===== src/rtl/uart_io_bridge_if.sv =====
// uart_io_bridge_if
// Groups the J1 I/O bus signals that connect the UART debug bridge to the
// top-level arbiter and the board I/O responder.
//   bus_req  master->slave  request ownership of the I/O bus
//   bus_gnt  slave->master  arbiter grant
//   io_rd    master->slave  one-cycle read strobe
//   io_wr    master->slave  one-cycle write strobe
//   io_addr  master->slave  16-bit I/O address
//   io_dout  master->slave  16-bit write data
//   io_din   slave->master  16-bit read data, valid in the io_rd cycle
interface uart_io_bridge_if;
    logic        bus_req;
    logic        bus_gnt;
    logic        io_rd;
    logic        io_wr;
    logic [15:0] io_addr;
    logic [15:0] io_dout;
    logic [15:0] io_din;

    modport master (
        output bus_req, io_rd, io_wr, io_addr, io_dout,
        input  bus_gnt, io_din
    );

    modport slave (
        input  bus_req, io_rd, io_wr, io_addr, io_dout,
        output bus_gnt, io_din
    );
endinterface


===== src/rtl/uart_io_bridge.sv =====
// uart_io_bridge
// UART debug initiator for the J1 I/O bus. 8N1 command frames are parsed
// into single io_rd / io_wr transactions; a status byte or the read data is
// returned over UART.
//   clk       system clock, posedge
//   reset     synchronous, active-high
//   uart_rxd  UART receive line (asynchronous, idle high)
//   uart_txd  UART transmit line (idle high)
//   busy      high from first command byte until the last reply stop bit ends
//   bus       I/O bus master port (bus_req/bus_gnt, io_rd/io_wr, io_addr,
//             io_dout, io_din)
// Commands (big-endian): 57 AH AL DH DL -> write, reply 4B
//                        52 AH AL       -> read, reply DH DL
//                        anything else  -> reply 3F
module uart_io_bridge #(
    parameter int CLK_HZ      = 24_000_000,
    parameter int BAUD        = 115_200,
    parameter int TIMEOUT_CYC = 2_400_000
) (
    input  logic                    clk,
    input  logic                    reset,
    input  logic                    uart_rxd,
    output logic                    uart_txd,
    output logic                    busy,
    uart_io_bridge_if.master        bus
);

    localparam int DIV = CLK_HZ / BAUD;
    localparam int CW  = $clog2(DIV + 1);
    localparam int TW  = $clog2(TIMEOUT_CYC + 1);
    localparam logic [CW-1:0] DIV_LAST  = CW'(DIV - 1);
    localparam logic [CW-1:0] HALF_LAST = CW'(DIV / 2 - 1);
    localparam logic [TW-1:0] TO_LAST   = TW'(TIMEOUT_CYC - 1);

    // ------------------------------------------------------------------
    // Receiver
    // ------------------------------------------------------------------
    typedef enum logic [1:0] {RX_IDLE, RX_START, RX_DATA, RX_STOP} rx_state_t;

    rx_state_t     rx_state_r;
    logic [CW-1:0] rx_cnt_r;
    logic [2:0]    rx_bit_r;
    logic [7:0]    rx_shift_r;
    logic [7:0]    rx_data_r;
    logic          rx_valid_r;
    logic          rxd_meta_r;
    logic          rxd_sync_r;
    logic          rxd_prev_r;

    // Synchronise rxd, detect start edge, sample bits at their centres.
    always_ff @(posedge clk) begin
        if (reset) begin
            rxd_meta_r <= 1'b1;
            rxd_sync_r <= 1'b1;
            rxd_prev_r <= 1'b1;
            rx_state_r <= RX_IDLE;
            rx_cnt_r   <= '0;
            rx_bit_r   <= 3'd0;
            rx_shift_r <= 8'h00;
            rx_data_r  <= 8'h00;
            rx_valid_r <= 1'b0;
        end else begin
            rxd_meta_r <= uart_rxd;
            rxd_sync_r <= rxd_meta_r;
            rxd_prev_r <= rxd_sync_r;
            rx_valid_r <= 1'b0;
            case (rx_state_r)
                RX_IDLE: begin
                    rx_cnt_r <= '0;
                    rx_bit_r <= 3'd0;
                    if (rxd_prev_r && !rxd_sync_r) begin
                        rx_state_r <= RX_START;
                    end
                end
                RX_START: begin
                    // A start bit that is high again at mid-bit was a glitch.
                    if (rx_cnt_r == HALF_LAST) begin
                        rx_cnt_r   <= '0;
                        rx_state_r <= rxd_sync_r ? RX_IDLE : RX_DATA;
                    end else begin
                        rx_cnt_r <= rx_cnt_r + 1'b1;
                    end
                end
                RX_DATA: begin
                    if (rx_cnt_r == DIV_LAST) begin
                        rx_cnt_r   <= '0;
                        rx_shift_r <= {rxd_sync_r, rx_shift_r[7:1]};
                        rx_bit_r   <= rx_bit_r + 3'd1;
                        if (rx_bit_r == 3'd7) begin
                            rx_state_r <= RX_STOP;
                        end
                    end else begin
                        rx_cnt_r <= rx_cnt_r + 1'b1;
                    end
                end
                RX_STOP: begin
                    // A low stop bit is a framing error: the byte is discarded.
                    if (rx_cnt_r == DIV_LAST) begin
                        rx_cnt_r   <= '0;
                        rx_state_r <= RX_IDLE;
                        if (rxd_sync_r) begin
                            rx_valid_r <= 1'b1;
                            rx_data_r  <= rx_shift_r;
                        end
                    end else begin
                        rx_cnt_r <= rx_cnt_r + 1'b1;
                    end
                end
                default: rx_state_r <= RX_IDLE;
            endcase
        end
    end

    // ------------------------------------------------------------------
    // Transmitter: one shift register holds a whole one- or two-byte reply,
    // so consecutive reply bytes leave with no idle gap.
    // ------------------------------------------------------------------
    logic          tx_load_r;
    logic [19:0]   tx_frame_r;
    logic [4:0]    tx_nbits_r;
    logic          tx_active_r;
    logic [18:0]   tx_shift_r;
    logic [4:0]    tx_left_r;
    logic [CW-1:0] tx_cnt_r;
    logic          txd_r;
    logic          tx_done_s;

    assign tx_done_s = tx_active_r && (tx_cnt_r == DIV_LAST) && (tx_left_r == 5'd0);

    // Serialise the loaded frame, one bit per DIV cycles.
    always_ff @(posedge clk) begin
        if (reset) begin
            txd_r       <= 1'b1;
            tx_active_r <= 1'b0;
            tx_shift_r  <= '1;
            tx_left_r   <= 5'd0;
            tx_cnt_r    <= '0;
        end else if (tx_load_r) begin
            txd_r       <= tx_frame_r[0];
            tx_shift_r  <= tx_frame_r[19:1];
            tx_left_r   <= tx_nbits_r - 5'd1;
            tx_cnt_r    <= '0;
            tx_active_r <= 1'b1;
        end else if (tx_active_r) begin
            if (tx_cnt_r == DIV_LAST) begin
                tx_cnt_r <= '0;
                if (tx_left_r == 5'd0) begin
                    tx_active_r <= 1'b0;
                    txd_r       <= 1'b1;
                end else begin
                    txd_r      <= tx_shift_r[0];
                    tx_shift_r <= {1'b1, tx_shift_r[18:1]};
                    tx_left_r  <= tx_left_r - 5'd1;
                end
            end else begin
                tx_cnt_r <= tx_cnt_r + 1'b1;
            end
        end else begin
            txd_r <= 1'b1;
        end
    end

    // ------------------------------------------------------------------
    // Command parser and bus sequencer
    // ------------------------------------------------------------------
    typedef enum logic [2:0] {
        P_IDLE, P_GET_AH, P_GET_AL, P_GET_DH, P_GET_DL, P_REQ, P_ACCESS, P_REPLY
    } p_state_t;

    p_state_t      p_state_r;
    logic          is_wr_r;
    logic [7:0]    addr_hi_r;
    logic [7:0]    data_hi_r;
    logic [TW-1:0] to_cnt_r;
    logic          bus_req_r;
    logic          io_rd_r;
    logic          io_wr_r;
    logic [15:0]   io_addr_r;
    logic [15:0]   io_dout_r;
    logic          busy_r;

    // Parse command bytes, run the bus access and hand the reply to TX.
    always_ff @(posedge clk) begin
        if (reset) begin
            p_state_r  <= P_IDLE;
            is_wr_r    <= 1'b0;
            addr_hi_r  <= 8'h00;
            data_hi_r  <= 8'h00;
            to_cnt_r   <= '0;
            bus_req_r  <= 1'b0;
            io_rd_r    <= 1'b0;
            io_wr_r    <= 1'b0;
            io_addr_r  <= 16'h0000;
            io_dout_r  <= 16'h0000;
            busy_r     <= 1'b0;
            tx_load_r  <= 1'b0;
            tx_frame_r <= '1;
            tx_nbits_r <= 5'd0;
        end else begin
            tx_load_r <= 1'b0;
            io_rd_r   <= 1'b0;
            io_wr_r   <= 1'b0;
            case (p_state_r)
                P_IDLE: begin
                    to_cnt_r <= '0;
                    if (rx_valid_r) begin
                        busy_r <= 1'b1;
                        case (rx_data_r)
                            8'h57: begin
                                is_wr_r   <= 1'b1;
                                p_state_r <= P_GET_AH;
                            end
                            8'h52: begin
                                is_wr_r   <= 1'b0;
                                p_state_r <= P_GET_AH;
                            end
                            default: begin
                                tx_frame_r <= {10'h3FF, 1'b1, 8'h3F, 1'b0};
                                tx_nbits_r <= 5'd10;
                                tx_load_r  <= 1'b1;
                                p_state_r  <= P_REPLY;
                            end
                        endcase
                    end
                end
                P_GET_AH, P_GET_AL, P_GET_DH, P_GET_DL: begin
                    if (rx_valid_r) begin
                        to_cnt_r <= '0;
                        case (p_state_r)
                            P_GET_AH: begin
                                addr_hi_r <= rx_data_r;
                                p_state_r <= P_GET_AL;
                            end
                            P_GET_AL: begin
                                if (is_wr_r) begin
                                    io_addr_r[7:0] <= 8'h00;
                                    data_hi_r      <= 8'h00;
                                    p_state_r      <= P_GET_DH;
                                end else begin
                                    p_state_r <= P_REQ;
                                    bus_req_r <= 1'b1;
                                end
                                // Address is latched now so it is stable well before ACCESS.
                                io_addr_r <= {addr_hi_r, rx_data_r};
                            end
                            P_GET_DH: begin
                                data_hi_r <= rx_data_r;
                                p_state_r <= P_GET_DL;
                            end
                            P_GET_DL: begin
                                io_dout_r <= {data_hi_r, rx_data_r};
                                bus_req_r <= 1'b1;
                                p_state_r <= P_REQ;
                            end
                            default: p_state_r <= P_IDLE;
                        endcase
                    end else if (to_cnt_r == TO_LAST) begin
                        // Inter-byte silence: abandon the command without a reply.
                        to_cnt_r  <= '0;
                        busy_r    <= 1'b0;
                        p_state_r <= P_IDLE;
                    end else begin
                        to_cnt_r <= to_cnt_r + 1'b1;
                    end
                end
                P_REQ: begin
                    if (bus.bus_gnt) begin
                        io_wr_r   <= is_wr_r;
                        io_rd_r   <= !is_wr_r;
                        p_state_r <= P_ACCESS;
                    end
                end
                P_ACCESS: begin
                    // io_din is valid during the strobe cycle and is captured here.
                    bus_req_r  <= 1'b0;
                    tx_load_r  <= 1'b1;
                    p_state_r  <= P_REPLY;
                    if (is_wr_r) begin
                        tx_frame_r <= {10'h3FF, 1'b1, 8'h4B, 1'b0};
                        tx_nbits_r <= 5'd10;
                    end else begin
                        tx_frame_r <= {1'b1, bus.io_din[7:0], 1'b0, 1'b1, bus.io_din[15:8], 1'b0};
                        tx_nbits_r <= 5'd20;
                    end
                end
                P_REPLY: begin
                    if (tx_done_s) begin
                        busy_r    <= 1'b0;
                        p_state_r <= P_IDLE;
                    end
                end
                default: p_state_r <= P_IDLE;
            endcase
        end
    end

    assign uart_txd    = txd_r;
    assign busy        = busy_r;
    assign bus.bus_req = bus_req_r;
    assign bus.io_rd   = io_rd_r;
    assign bus.io_wr   = io_wr_r;
    assign bus.io_addr = io_addr_r;
    assign bus.io_dout = io_dout_r;

endmodule

===== src/flat_wrapper.sv =====
// flat-port wrapper written by rule: the top's interface ports become plain ports
module uart_io_bridge_flat 
#(
    parameter int CLK_HZ      = 24_000_000,
    parameter int BAUD        = 115_200,
    parameter int TIMEOUT_CYC = 2_400_000
)
  (clk, reset, uart_rxd, uart_txd, busy, bus_bus_req, bus_io_rd, bus_io_wr, bus_io_addr, bus_io_dout, bus_bus_gnt, bus_io_din);
  uart_io_bridge_if bus_i ();
  input  logic clk;
  input  logic reset;
  input  logic uart_rxd;
  output logic uart_txd;
  output logic busy;
  output wire logic [$bits(bus_i.bus_req)-1:0] bus_bus_req;
  output wire logic [$bits(bus_i.io_rd)-1:0] bus_io_rd;
  output wire logic [$bits(bus_i.io_wr)-1:0] bus_io_wr;
  output wire logic [$bits(bus_i.io_addr)-1:0] bus_io_addr;
  output wire logic [$bits(bus_i.io_dout)-1:0] bus_io_dout;
  input wire logic [$bits(bus_i.bus_gnt)-1:0] bus_bus_gnt;
  input wire logic [$bits(bus_i.io_din)-1:0] bus_io_din;
  assign bus_bus_req = bus_i.bus_req;
  assign bus_io_rd = bus_i.io_rd;
  assign bus_io_wr = bus_i.io_wr;
  assign bus_io_addr = bus_i.io_addr;
  assign bus_io_dout = bus_i.io_dout;
  assign bus_i.bus_gnt = bus_bus_gnt;
  assign bus_i.io_din = bus_io_din;
  uart_io_bridge #(.CLK_HZ(CLK_HZ), .BAUD(BAUD), .TIMEOUT_CYC(TIMEOUT_CYC)) u_core (.clk(clk), .reset(reset), .uart_rxd(uart_rxd), .uart_txd(uart_txd), .busy(busy), .bus(bus_i));
endmodule

===== config.mk =====
export PLATFORM = sky130hd
export DESIGN_NAME = uart_io_bridge_flat
export DESIGN_NICKNAME = d
export VERILOG_FILES = /design/src/rtl/uart_io_bridge_if.sv /design/src/rtl/uart_io_bridge.sv /design/src/flat_wrapper.sv
export SDC_FILE = /design/constraint.sdc
export NUM_CORES = 1
export LEC_CHECK = 0
export CAP_MARGIN = 20
export CORE_MARGIN = 2
export CORE_UTILIZATION = 48
export CTS_CLUSTER_DIAMETER = 60
export CTS_CLUSTER_SIZE = 24
export DETAILED_ROUTE_END_ITERATION = 16
export PLACE_DENSITY_LB_ADDON = 0.15
export SYNTH_ARGS = -nofsm -noshare
export SYNTH_HDL_FRONTEND = slang
export SYNTH_SLANG_ARGS = --single-unit

===== constraint.sdc =====
create_clock -name clk -period 2.93 [get_ports clk]
set_clock_uncertainty 0.1 [all_clocks]
set_input_delay 0.879 -clock clk [delete_from_list [all_inputs] [get_ports clk]]
set_output_delay 0.879 -clock clk [all_outputs]
set_load 0.02 [all_outputs]

==> flow_summary.json <==
{
  "status": "finished, final reports clean",
  "wire_per_inst_um": 14.5,
  "gr-usage-met3": 0.0472,
  "seq_area_frac_synth": 0.478,
  "clkPwrFrac": 0.464,
  "clockBufferDepth": 2,
  "synth.area.top_cells": "dfxtp_1, nand2_1, mux2i_1, a21oi_1, nor2_1",
  "hp-start": "u_core.rx_cnt_r[0]",
  "synth-simple-area-share": 0.236,
  "grt_pass1_vias": 5076,
  "fmax_mhz": 419,
  "drc": 0,
  "htreeDepth": 4,
  "synth_edf_count": 0,
  "synth_compound_area_frac": 0.113,
  "track_usage": 0.196,
  "synthDistinctLibCells": 62,
  "n_antenna_cell": 0,
  "rsz0062_at_grt": "no",
  "critPathArrivalTime_ps": 1410,
  "layout.nets": 835,
  "grt_pass1_wl_um": 23700,
  "synth_fa_ha_area_frac": 0.0109,
  "post_cts_buffers": 0,
  "cts_tree": "built",
  "drt_iter0_drc": 277,
  "ys.flop_type": "dfxtp_1",
  "hold_viol": 0,
  "grtUsageMet1": 0.242,
  "netSwitchingFraction": 0.233,
  "fp.dieW_um": 124,
  "min_period_over_period": 0.815,
  "synth_area_um2": 6910,
  "busiest_layer": "met2",
  "worstSetupPathType": "reg -> out",
  "ys_ff_latch": 165,
  "initial_utilization": 0.494,
  "avgSynthCellArea_um2": 8.96,
  "yosysTopAreaCell": "dfxtp_1",
  "cts_buffers": 17,
  "synth_top_family_by_area": "simple AND/OR/NAND/NOR gates",
  "crit_fanout": 2,
  "slew_viol_final": 0,
  "fillers": 1218,
  "met2_usage": 0.327,
  "final_area_um2": 8230,
  "synth_most_common_cell": "dfxtp_1",
  "vdd_ir_drop_max_mv": 0.440,
  "core_um2": 14000,
  "io_buffers": 56,
  "period_needed_ps": 2390,
  "synthArstFlopShare": 0,
  "rows": 43,
  "cp_data_required_time_ps": 1950,
  "postSynthCellCount": 771,
  "regArea_um2": 3300,
  "ctsResizeCount": 0,
  "cellLeakagePower_nw": 2.84,
  "grt_max_degree": 61,
  "cts_hold_buf": 0,
  "hold_path_class": "reg -> reg",
  "synth_nets": 797,
  "max_stage_delay_ps": 630,
  "grt_overflow": 0,
  "start_kind": "flip-flop",
  "die_h_um": 124,
  "combPwrFrac": 0.090,
  "seqPwrFrac": 0.446,
  "dieArea_um2": 15400,
  "cp-startpoint": "u_core.busy",
  "wirelength_um": 14500,
  "ant_nets": 0,
  "dp_hpwl_um": 9630,
  "p_int_w": 0.00412,
  "setup_viol": 0,
  "muxShareOfSynthArea": 0.0830,
  "final_core_util": 0.588,
  "vias": 5410,
  "slowest_stage": "clkdlybuf4s50_1",
  "ys_top_cells_by_count": "dfxtp_1, nand2_1, nor2_1",
  "clk_pin_slew_worst_paths_ps": 60,
  "critPathCaptureType": "output port",
  "firstDrtPassIters": 5,
  "place_area_um2": 7560,
  "tightest_slew_ps": 939,
  "synth_top_area_frac": 0.478,
  "root_buffer": "clkbuf_16",
  "clk_latency_ps": 430,
  "setup_tns_ps": 0,
  "multi_input_area_um2": 3370,
  "p_total_w": 0.00538,
  "ios": 57,
  "path_delay_family": "buffers and inverters",
  "antenna_found_initial": 0,
  "via_per_inst": 5.40,
  "powerDensity_nw_per_um2": 653,
  "r2r-start": "u_core.tx_left_r[0]",
  "cp.buffers_inverters": 1,
  "gp_congestion": 0.796,
  "slew_headroom": 0.372,
  "synth-xor-area-share": 0.0444,
  "cts_sinks": 165,
  "switchingPower_w": 0.00125,
  "layout-drive-gt1-share": 0.0962,
  "cap_violations": 0,
  "area_delta_synth_final_pct": 19.1,
  "yosysWarnings": 0,
  "worstPathCellList": "clkdlybuf4s50_1"
}
[per-layer routing]
layer | up-vias | share of wire | wire length (um)
met5 | - | 0 | 0
met4 | 0 | 0.020 | 294
met3 | 23 | 0.031 | 453
met2 | 77 | 0.48 | 6990
met1 | 2558 | 0.47 | 6740
li1 | 2752 | - | -
[final cells by class]
type | count | area share
inverter | 10 | 0.00456
multi-input combinational | 550 | 0.409
tap | 180 | 0.0274
clock buffer | 21 | 0.0584
clock inverter | 10 | 0.0234
timing repair buffer | 65 | 0.0760
sequential | 165 | 0.401
[state kept, by name (all words and copies together), names as in the netlist, 2 cells and up, named ones only]
signal / cells
u_core.to_cnt_r: 22
u_core.tx_frame_r: 18
u_core.tx_shift_r: 18
u_core.bus.io_addr: 16
u_core.bus.io_dout: 16
u_core.addr_hi_r: 8
u_core.data_hi_r: 8
u_core.rx_cnt_r: 8
u_core.rx_data_r: 8
u_core.rx_shift_r: 8
u_core.tx_cnt_r: 8
u_core.tx_left_r: 5
u_core.p_state_r: 3
u_core.rx_bit_r: 3
u_core.tx_nbits_r: 2
[path summary, 6_finish.rpt]
kind / endpoint / slack (ps) / cells after the start
worst max-delay path: busy / 540 / 1
worst min-delay path: u_core.rx_cnt_r[0] / 350 / 1
worst max register to register: u_core.tx_left_r[2] / 580 / 6
worst min register to register: u_core.rx_cnt_r[0] / 350 / 1
[cells in the final DEF (no fill, tap or decap), types with 10 or more instances in the layout]
| master | instances |
|---|---|
| dfxtp_1 | 165 |
| nand2_1 | 113 |
| nor2_1 | 72 |
| a21oi_1 | 63 |
| clkdlybuf4s50_1 | 55 |
| mux2i_1 | 37 |
| nand2b_1 | 33 |
| nor3_1 | 25 |
| nand3_1 | 21 |
| xnor2_1 | 20 |
| mux2_2 | 18 |
| clkbuf_16 | 17 |
| xor2_1 | 15 |
| o22ai_1 | 12 |
| nand4_1 | 12 |
| o21ai_0 | 11 |
| buf_4 | 10 |
[kinds of logic (layout without fill, tap and decap cells)]
family                     after synthesis  after routing
adders and majority gates                6              6
and+or+nand+nor                        330            330
DFF                                    165            165
muxes                                   55             55
buffers and inverters                   56            106
AOI/OAI and AO/OA                      124            124
xor gates and xnor gates                35             35
[per-stage QoR]
stage / hold WS, ps / cells / setup WS [ps]
6_report: 351 / 1001 / 541
5_1_grt: 375 / 1001 / 402
4_1_cts: 356 / 1001 / 515
3_5_place_dp: 347 / 970 / 566
3_3_place_gp: 325 / 970 / 624
2_1_floorplan: 289 / 771 / 861
[power groups by stage]
stage / clock network [W] / registers (W) / logic (W)
floorplan: 0 / 0.00239 / 0.000435
global placement: 0 / 0.00244 / 0.000471
detailed placement: 0 / 0.00244 / 0.000486
CTS: 0.00255 / 0.00239 / 0.000489
global route: 0.00264 / 0.00241 / 0.000536
finish: 0.00250 / 0.00240 / 0.000486
Power figures use the tool's default switching activity.
